===== src/rtl/vga_sync_rx.sv =====
// vga_sync_rx: recovers pixel coordinates, data-valid, line/field strobes and lock status
// from a received hsync/vsync pair. Optional macro VGA_RX_MEASURE_EN adds line_len/field_len.
module vga_sync_rx #(
  parameter int H_ACTIVE    = 640,
  parameter int H_SYNC      = 96,
  parameter int H_BACK      = 48,
  parameter int H_TOTAL     = 800,
  parameter int V_ACTIVE    = 480,
  parameter int V_SYNC      = 2,
  parameter int V_BACK      = 29,
  parameter int V_TOTAL     = 521,
  parameter int LOCK_FIELDS = 2
) (
  input  logic        clk_p,
  input  logic        rst,
  input  logic        hsync_in,
  input  logic        vsync_in,
  output logic [9:0]  x,
  output logic [9:0]  y,
  output logic        ve,
  output logic        newline,
  output logic        newfield,
  output logic        locked,
  output logic        sync_err
`ifdef VGA_RX_MEASURE_EN
  ,
  output logic [10:0] line_len,
  output logic [10:0] field_len
`endif
);

  localparam logic [10:0] H_LAST  = 11'(H_TOTAL - 1);
  localparam logic [10:0] V_LAST  = 11'(V_TOTAL - 1);
  localparam logic [10:0] H_TMO   = 11'(2 * H_TOTAL);
  localparam logic [10:0] V_TMO   = 11'(2 * V_TOTAL);
  localparam logic [10:0] X_FIRST = 11'(H_SYNC + H_BACK);
  localparam logic [10:0] X_LAST  = 11'(H_SYNC + H_BACK + H_ACTIVE - 1);
  localparam logic [10:0] Y_FIRST = 11'(V_SYNC + V_BACK);
  localparam logic [10:0] Y_LAST  = 11'(V_SYNC + V_BACK + V_ACTIVE - 1);
  localparam logic [10:0] CNT_MAX = 11'h7ff;
  localparam logic [3:0]  LOCK_N  = 4'(LOCK_FIELDS);

  typedef enum logic [1:0] {
    SEARCH  = 2'd0,
    ACQUIRE = 2'd1,
    LOCKED  = 2'd2
  } state_t;

  state_t      state_r;
  state_t      state_s;
  logic [3:0]  good_cnt_r;
  logic [3:0]  good_cnt_s;
  logic        hs_q;
  logic        hs_d;
  logic        vs_q;
  logic        vs_d;
  logic        vs_pend_r;
  logic [10:0] x_r;
  logic [10:0] y_r;
  logic [10:0] x_off_s;
  logic [10:0] y_off_s;
  logic        hfall_s;
  logic        vfall_s;
  logic        field_start_s;
  logic        err_s;
  logic        err_pulse_s;
  logic        sync_err_r;
  logic        lock_s;
  logic        in_x_s;
  logic        in_y_s;

  assign hfall_s       = hs_d & ~hs_q;
  assign vfall_s       = vs_d & ~vs_q;
  assign field_start_s = hfall_s & (vs_pend_r | vfall_s);
  assign err_s         = (hfall_s && (x_r != H_LAST)) ||
                         (field_start_s && (y_r != V_LAST)) ||
                         (x_r == H_TMO) || (y_r == V_TMO);

  // Input sampling stage plus previous-sample registers for edge detection.
  always_ff @(posedge clk_p) begin
    if (rst) begin
      hs_q <= 1'b1;
      hs_d <= 1'b1;
      vs_q <= 1'b1;
      vs_d <= 1'b1;
    end else begin
      hs_q <= hsync_in;
      hs_d <= hs_q;
      vs_q <= vsync_in;
      vs_d <= vs_q;
    end
  end

  // Position counters re-anchored on each hsync fall; a pending vsync fall marks the next line as row 0.
  always_ff @(posedge clk_p) begin
    if (rst) begin
      x_r       <= 11'd0;
      y_r       <= 11'd0;
      vs_pend_r <= 1'b0;
    end else if (hfall_s) begin
      x_r       <= 11'd0;
      vs_pend_r <= 1'b0;
      if (field_start_s) begin
        y_r <= 11'd0;
      end else if (y_r != CNT_MAX) begin
        y_r <= y_r + 11'd1;
      end else begin
        y_r <= y_r;
      end
    end else begin
      if (x_r != CNT_MAX) begin
        x_r <= x_r + 11'd1;
      end else begin
        x_r <= x_r;
      end
      if (vfall_s) begin
        vs_pend_r <= 1'b1;
      end else begin
        vs_pend_r <= vs_pend_r;
      end
    end
  end

  // Lock state, clean-field counter and registered error pulse.
  always_ff @(posedge clk_p) begin
    if (rst) begin
      state_r    <= SEARCH;
      good_cnt_r <= 4'd0;
      sync_err_r <= 1'b0;
    end else begin
      state_r    <= state_s;
      good_cnt_r <= good_cnt_s;
      sync_err_r <= err_pulse_s;
    end
  end

  // Next state: errors count only outside SEARCH, and an error beats a coincident field start.
  always_comb begin
    state_s     = state_r;
    good_cnt_s  = good_cnt_r;
    err_pulse_s = 1'b0;
    case (state_r)
      SEARCH: begin
        if (field_start_s) begin
          state_s    = ACQUIRE;
          good_cnt_s = 4'd0;
        end else begin
          state_s = SEARCH;
        end
      end
      ACQUIRE: begin
        if (err_s) begin
          state_s     = SEARCH;
          err_pulse_s = 1'b1;
        end else if (field_start_s) begin
          if ((good_cnt_r + 4'd1) == LOCK_N) begin
            state_s = LOCKED;
          end else begin
            good_cnt_s = good_cnt_r + 4'd1;
          end
        end else begin
          state_s = ACQUIRE;
        end
      end
      LOCKED: begin
        if (err_s) begin
          state_s     = SEARCH;
          err_pulse_s = 1'b1;
        end else begin
          state_s = LOCKED;
        end
      end
      default: begin
        state_s    = SEARCH;
        good_cnt_s = 4'd0;
      end
    endcase
  end

  assign lock_s   = (state_r == LOCKED);
  assign x_off_s  = x_r - X_FIRST;
  assign y_off_s  = y_r - Y_FIRST;
  assign in_x_s   = (x_r >= X_FIRST) && (x_r <= X_LAST);
  assign in_y_s   = (y_r >= Y_FIRST) && (y_r <= Y_LAST);

  assign locked   = lock_s;
  assign sync_err = sync_err_r;
  assign ve       = lock_s & in_x_s & in_y_s;
  assign x        = lock_s ? x_off_s[9:0] : 10'd0;
  assign y        = lock_s ? y_off_s[9:0] : 10'd0;
  assign newline  = lock_s & (x_r == 11'd0);
  assign newfield = lock_s & (x_r == 11'd0) & (y_r == 11'd0);

`ifdef VGA_RX_MEASURE_EN
  // Length capture runs whether or not the receiver is locked.
  always_ff @(posedge clk_p) begin
    if (rst) begin
      line_len  <= 11'd0;
      field_len <= 11'd0;
    end else begin
      if (hfall_s) begin
        line_len <= x_r + 11'd1;
      end
      if (field_start_s) begin
        field_len <= y_r + 11'd1;
      end
    end
  end
`endif

endmodule


===== config.mk =====
export PLATFORM = sky130hd
export DESIGN_NAME = vga_sync_rx
export DESIGN_NICKNAME = d
export VERILOG_FILES = /design/src/rtl/vga_sync_rx.sv
export SDC_FILE = /design/constraint.sdc
export NUM_CORES = 1
export LEC_CHECK = 0
export BUFFER_PORTS_ARGS = -buffer_cell sky130_fd_sc_hd__buf_2
export CAP_MARGIN = 20
export CORE_MARGIN = 4
export CORE_UTILIZATION = 30
export CTS_BUF_LIST = sky130_fd_sc_hd__clkbuf_4 sky130_fd_sc_hd__clkbuf_8
export DETAILED_ROUTE_END_ITERATION = 16
export PLACE_DENSITY_LB_ADDON = 0.05
export SLEW_MARGIN = 20
export SYNTH_ARGS = -nofsm -noshare
export SYNTH_HDL_FRONTEND = slang
export SYNTH_SLANG_ARGS = --single-unit

===== constraint.sdc =====
create_clock -name clk_p -period 2.2 [get_ports clk_p]
set_clock_uncertainty 0.05 [all_clocks]
set_input_delay 0.11 -clock clk_p [delete_from_list [all_inputs] [get_ports clk_p]]
set_output_delay 0.11 -clock clk_p [all_outputs]
set_load 0.02 [all_outputs]

# After elaboration in Yosys (flattened, before gate mapping)
# Index checks and enable logic that the tools add are counted.
classes:
  add_sub_neg: 5
  magnitude_cmp: 4
  n_eq_ne: 14
  mux: 16
  bitwise_logic: 12
  n_reduce_logical: 16
op_table:
  columns: ["operator", "n"]
  rows:
  - ["adder 11 x 1 -> 11 bit (second input constant)", 2]
  - ["== test 11 bit (second input constant)", 2]
  - ["logical NOT 11 bit", 2]
  - ["two-way mux 11 bit", 2]
  - ["inequality test 11 x 10 -> 1 bit (second input constant)", 2]
  - ["inequality test 11 bit (second input constant)", 2]
  - ["two-way mux 10 bit", 2]
  - ["two-way mux 4 bit", 4]
  - ["case mux 4 bit (3 select lines)", 1]
  - ["greater-or-equal comparator 11 x 5 -> 1 bit (second input constant)", 1]
  - ["greater-or-equal comparator 11 x 8 -> 1 bit (second input constant)", 1]
  - ["<= comparator 11 x 10 -> 1 bit (second input constant)", 1]
  - ["<= comparator 11 x 9 -> 1 bit (second input constant)", 1]
  - ["subtractor 10 x 5 -> 10 bit (second input constant)", 1]
  - ["subtractor 10 x 8 -> 10 bit (second input constant)", 1]
  - ["two-way mux 2 bit", 4]
  - ["inequality test 2 bit (second input constant)", 4]
  - ["AND 1 bit", 7]
  - ["case mux 2 bit (3 select lines)", 1]
  - ["OR reduction 2 bit", 3]
  - ["AND reduction 5 bit", 1]
  - ["adder 4 x 1 -> 4 bit (second input constant)", 1]
  - ["== test 4 x 2 -> 1 bit (second input constant)", 1]
  - ["logical AND 1 bit", 4]
  - ["other kinds (10)", 16]
word_totals:
  regBits: 34
  inputBits: 4
  out_inout_bits: 25
  word_cells: 77

# Longest topological paths before layout
depth:
  depth_word: 10
  mapped_depth: 7
  ltp_nobuf: 7

# Worst setup path after synthesis
# Ideal clock, no wire load.
synth_path:
  path_kind: "reg2out"
  from: "register x_r[0]"
  to: "output ve"
  arrival_ns: 1.925
  required_time_ns: 2.040
  path_slack_ns: 0.115
  path_stages_with_launch: 7
  n_path_buf: 0
  cell_sequence: "dfxtp_1 > inv_1 > ha_1 > or3b_2 > o311ai_0 > o31ai_1 > nor3b_1"
synth_between:
  elab_chain_cells: 4
  elab_cells_between_ends: 5
  cone_classes: "2 x order compare; 2 x bitwise; 1 x reduce/logical"
synth_lines:
  columns: ["element", "line", "source"]
  rows:
  - ["start: declaration", "58", "logic [10:0] x_r;"]
  - ["start signal: assignment", "112", "x_r <= x_r + 11'd1;"]
  - ["start signal: assignment", "114", "x_r <= x_r;"]
  - ["greater-or-equal comparator 11 x 8 -> 1 bit / <= comparator 11 x 10 -> 1 bit (equally long branches)", "183", "assign in_x_s = (x_r >= X_FIRST) && (x_r <= X_LAST);"]
  - ["logical AND 1 bit (*)", "183", null]
  - ["AND 1 bit (*) (2 in a row)", "188", "assign ve = lock_s & in_x_s & in_y_s;"]
  - ["end: declaration", "20", "output logic ve,"]
# Every way passes the cells marked *; elsewhere a longest branch is shown, timed or not.

# Worst setup path in the final report
layout_path:
  from: "register y_r[7]"
  to: "output ve"
layout_between:
  elab_chain_cells: 3
  elab_cells_between_ends: 4
  cone_classes: "2 x order compare; 1 x bitwise; 1 x reduce/logical"
layout_lines:
  columns: ["element", "line", "source"]
  rows:
  - ["start: declaration", "59", "logic [10:0] y_r;"]
  - ["start signal: assignment", "106", "y_r <= y_r + 11'd1;"]
  - ["start signal: assignment", "108", "y_r <= y_r;"]
  - ["greater-or-equal comparator 11 x 5 -> 1 bit / <= comparator 11 x 9 -> 1 bit (equally long branches)", "184", "assign in_y_s = (y_r >= Y_FIRST) && (y_r <= Y_LAST);"]
  - ["logical AND 1 bit (*)", "184", null]
  - ["AND 1 bit (*)", "188", null]
# Marked as above.

==> results.yml <==
timing:
  max_freq_mhz: 470
  tightest_slew_ns: 0.643
  relSlewSlack_pct: 56.9
  finalCriticalPeriod_ns: 2.13
  hold_ws_ns: 0.167
  slew_violations: 0
  hold_viol: 0
  finalCritPeriodShare_pct: 96.8
  setup_violations: 0
setup_path:
  cp_max_fo: 6
  crit_type: "flop to primary output"
  path_cells: "or3_4 -> buf_6 -> or3_1 -> o211ai_1 -> nor3b_2 -> buf_4"
  rr_startpoint: "x_r[1]"
  slowest_delay_ns: 0.39
  crit_path_end_kind: "primary output"
  cp_top_family: "simple AND/OR/NAND/NOR gates"
  critPathBufInv: 2
  reg2reg_slack_ns: 0.08
  critPathRequiredTime_ns: 2.04
  r2r_end: "good_cnt_r[3]"
  r2r_cells: 7
  start_kind: "flop"
  cpMaxStageDelayCell: "or3_4"
  worstPathArrival_ns: 1.97
power_and_ir_drop:
  combPwrFrac_pct: 11.6
  peakVddDrop_uv: 195
  switching_share_pct: 25.5
  power.density_nw_per_um2: 410
  p_sw_w: 0.000320
  p_clk_share_pct: 37.5
  power.internal_w: 0.000935
  power_frac_seq_pct: 50.9
  p_leak_nw: 1.29
finish:
  nets: 381
  layout_commonest_cell: "buf_4"
  syn_to_final_growth_pct: 30.7
  fin_util_pct: 41.3
  n_antenna_cell: 0
  drive_gt1_share_pct: 30.5
  fillerInstances: 782
  final_cell_mix: "buf_4 (41), nor2_1 (38), dfxtp_1 (27), buf_2 (25), a21oi_1 (19)"
yosys:
  synth.distinct_cells: 56
  synthCells: 300
  ys.flop_type: "dfxtp_1"
  yosysTopAreaCellShare_pct: 29.1
  postSynthAreaPerCell_sq_um: 7.80
  synth_nets: 319
  synth_edf_count: 0
  synth_area_leaders: "dfxtp_1 (29%), ha_1 (8.0%), nor2_1 (6.3%)"
  synthSimpleGateAreaFrac_pct: 32.6
  ys_warn_count: 0
  synth_area_sq_um: 2340
  synth_seq_cells: 34
  async_reset_ff_share_pct: 0
  muxShareOfSynthArea_pct: 0.428
  yosysTopAreaCell: "dfxtp_1"
  synthXorXnorAreaFrac_pct: 6.36
  synth-adder-area-share_pct: 8.02
  synth_compound_area_share_pct: 18.1
  ys_seq_area_share_pct: 29.1
  synth_top_family_by_area: "simple AND/OR/NAND/NOR gates"
floorplan:
  start_util_pct: 31.6
  die_h_um: 96.3
  fp.dieW_um: 96.3
  coreArea_sq_um: 7410
  std_cell_rows: 31
  die_area_sq_um: 9280
  boundaryPins: 29
worst_hold_path:
  hp-start: "rst"
  min_path_cells: 3
  hold_class: "input port to flop"
  hold_end: "sync_err"
clock_tree:
  path_clk_slew_ns: 0.07
  htreeDepth: 2
  clockBufferDepth: 2
  root_buffer: "clkbuf_8"
  clock_latency_ns: 0.28
  cts-buffers-inserted: 5
  cts_tree: "yes"
  cts_num_sinks: 34
flow_run:
  max-cap-violations: 0
detailed_routing:
  drcViolationCount: 0
  wl_um: 6740
  vias: 2304
  drt_iter0_drc: 95
  drtAntennaViolNets: 0
  routed_via_density: 5.01
  wl_per_cell_um: 14.7
  drt_pass1_iterations: 4
placement:
  place.gp.congestion: 0.823
  dp_hpwl_um: 5010
  numPortBuffers: 28
grt:
  grt_pass1_vias: 2177
  grt_first_pass_wirelength_um: 11100
  grt_start_max_net_pins: 18
  track_usage_pct: 15.4
  antenna_found_initial: 0
  overflow: 0
status:
  status: "completed"
-- power groups by stage --
stage / logic [W] / clock network (W) / registers (W)
2_1_floorplan: 0.0000770 / 0 / 0.000651
3_3_place_gp: 0.000124 / 0 / 0.000653
3_5_place_dp: 0.000123 / 0 / 0.000653
4_1_cts: 0.000129 / 0.000493 / 0.000639
5_1_grt: 0.000161 / 0.000521 / 0.000641
6_report: 0.000145 / 0.000470 / 0.000639
-- per-layer routing --
metal | track usage (%) | vias up | share of wire, %
met4 | 3.50 | 0 | 0.56
met5 | 0 | - | 0
met2 | 24.0 | 35 | 45
li1 | - | 1208 | -
met3 | 2.58 | 2 | 3.1
met1 | 22.0 | 1059 | 51
-- synth_stat cells, types with 3 or more instances --
master,instances
a21oi_1,19
a31oi_1,6
and2_1,7
and3_1,6
and4_1,4
buf_2,4
buf_4,3
clkbuf_1,8
dfxtp_1,34
ha_1,15
inv_1,12
nand2_1,18
nand2b_1,5
nand3_1,12
nand4_1,6
nor2_1,39
nor3_1,6
nor3b_1,3
o211ai_1,5
o21ai_0,11
o31ai_1,3
or2_2,4
or3_1,8
or4_1,7
xnor2_1,9
xor2_1,8
-- state kept, by name, indices dropped and copies added (netlist names) --
signal      cells
hs_d            1
sync_err        1
y_r            11
vs_q            1
good_cnt_r      4
x_r            11
state_r         2
hs_q            1
vs_d            1
vs_pend_r       1
-- stage by stage --
step                setup WS [ns]  power (W)  cells  TNS [ns]  instance area, sq um
finish                     0.0705    0.00125    460         0                  3060
global route             -0.00378    0.00132    460  -0.00654                  3060
CTS                       0.00344    0.00126    454         0                  2920
detailed placement        0.00231   0.000775    445         0                  2780
global placement           0.0462   0.000777    445         0                  2780
floorplan                   0.115   0.000728    300         0                  2340
-- logic make-up after synthesis --
group | Yosys count
xor+xnor | 17
compound gates | 65
mux | 1
buf+inv | 29
simple gates | 139
fa+ha+maj | 15
flops | 34
-- worst max-delay path by stage --
stage | to | slack, ns | cells after the start | startpoint
after detailed placement | state_r[0] | 0.002 | 8 | x_r[1]
after floorplan | ve | 0.11 | 6 | x_r[0]
after global routing | newfield | -0.004 | 7 | x_r[1]
after global placement | state_r[0] | 0.05 | 8 | x_r[1]
final | ve | 0.07 | 6 | y_r[7]
after CTS | good_cnt_r[3] | 0.003 | 7 | x_r[0]
-- worst reg2reg max path, stage by stage (launching register included) --
cell and delay, ns:
dfxtp_4 0.36, buf_4 0.11, ha_4 0.12, and3_4 0.19, nand4_2 0.11, a221o_2 0.44, or4_4 0.52, a31oi_1 0.16
-- repair_timing --
| action | 4_1_cts | 5_1_grt |
|---|---|---|
| pin swaps | 4 | 6 |
| endpoints found under the hold margin | 2 | 0 |
| resized for setup | 7 | 32 |
| setup buffers | 1 | 6 |
| hold buffers | 2 | 0 |
| endpoints found under the setup margin | 5 | 10 |
-- final cells by class --
cell class | instances | area, sq um | area share [%]
timing repair buffer | 71 | 487 | 15.9
inverter | 13 | 50.0 | 1.64
tap | 99 | 124 | 4.05
clock buffer | 6 | 82.6 | 2.70
sequential | 34 | 694 | 22.7
multi-input combinational | 237 | 1620 | 53.0
(Power assumes the default switching activity.)
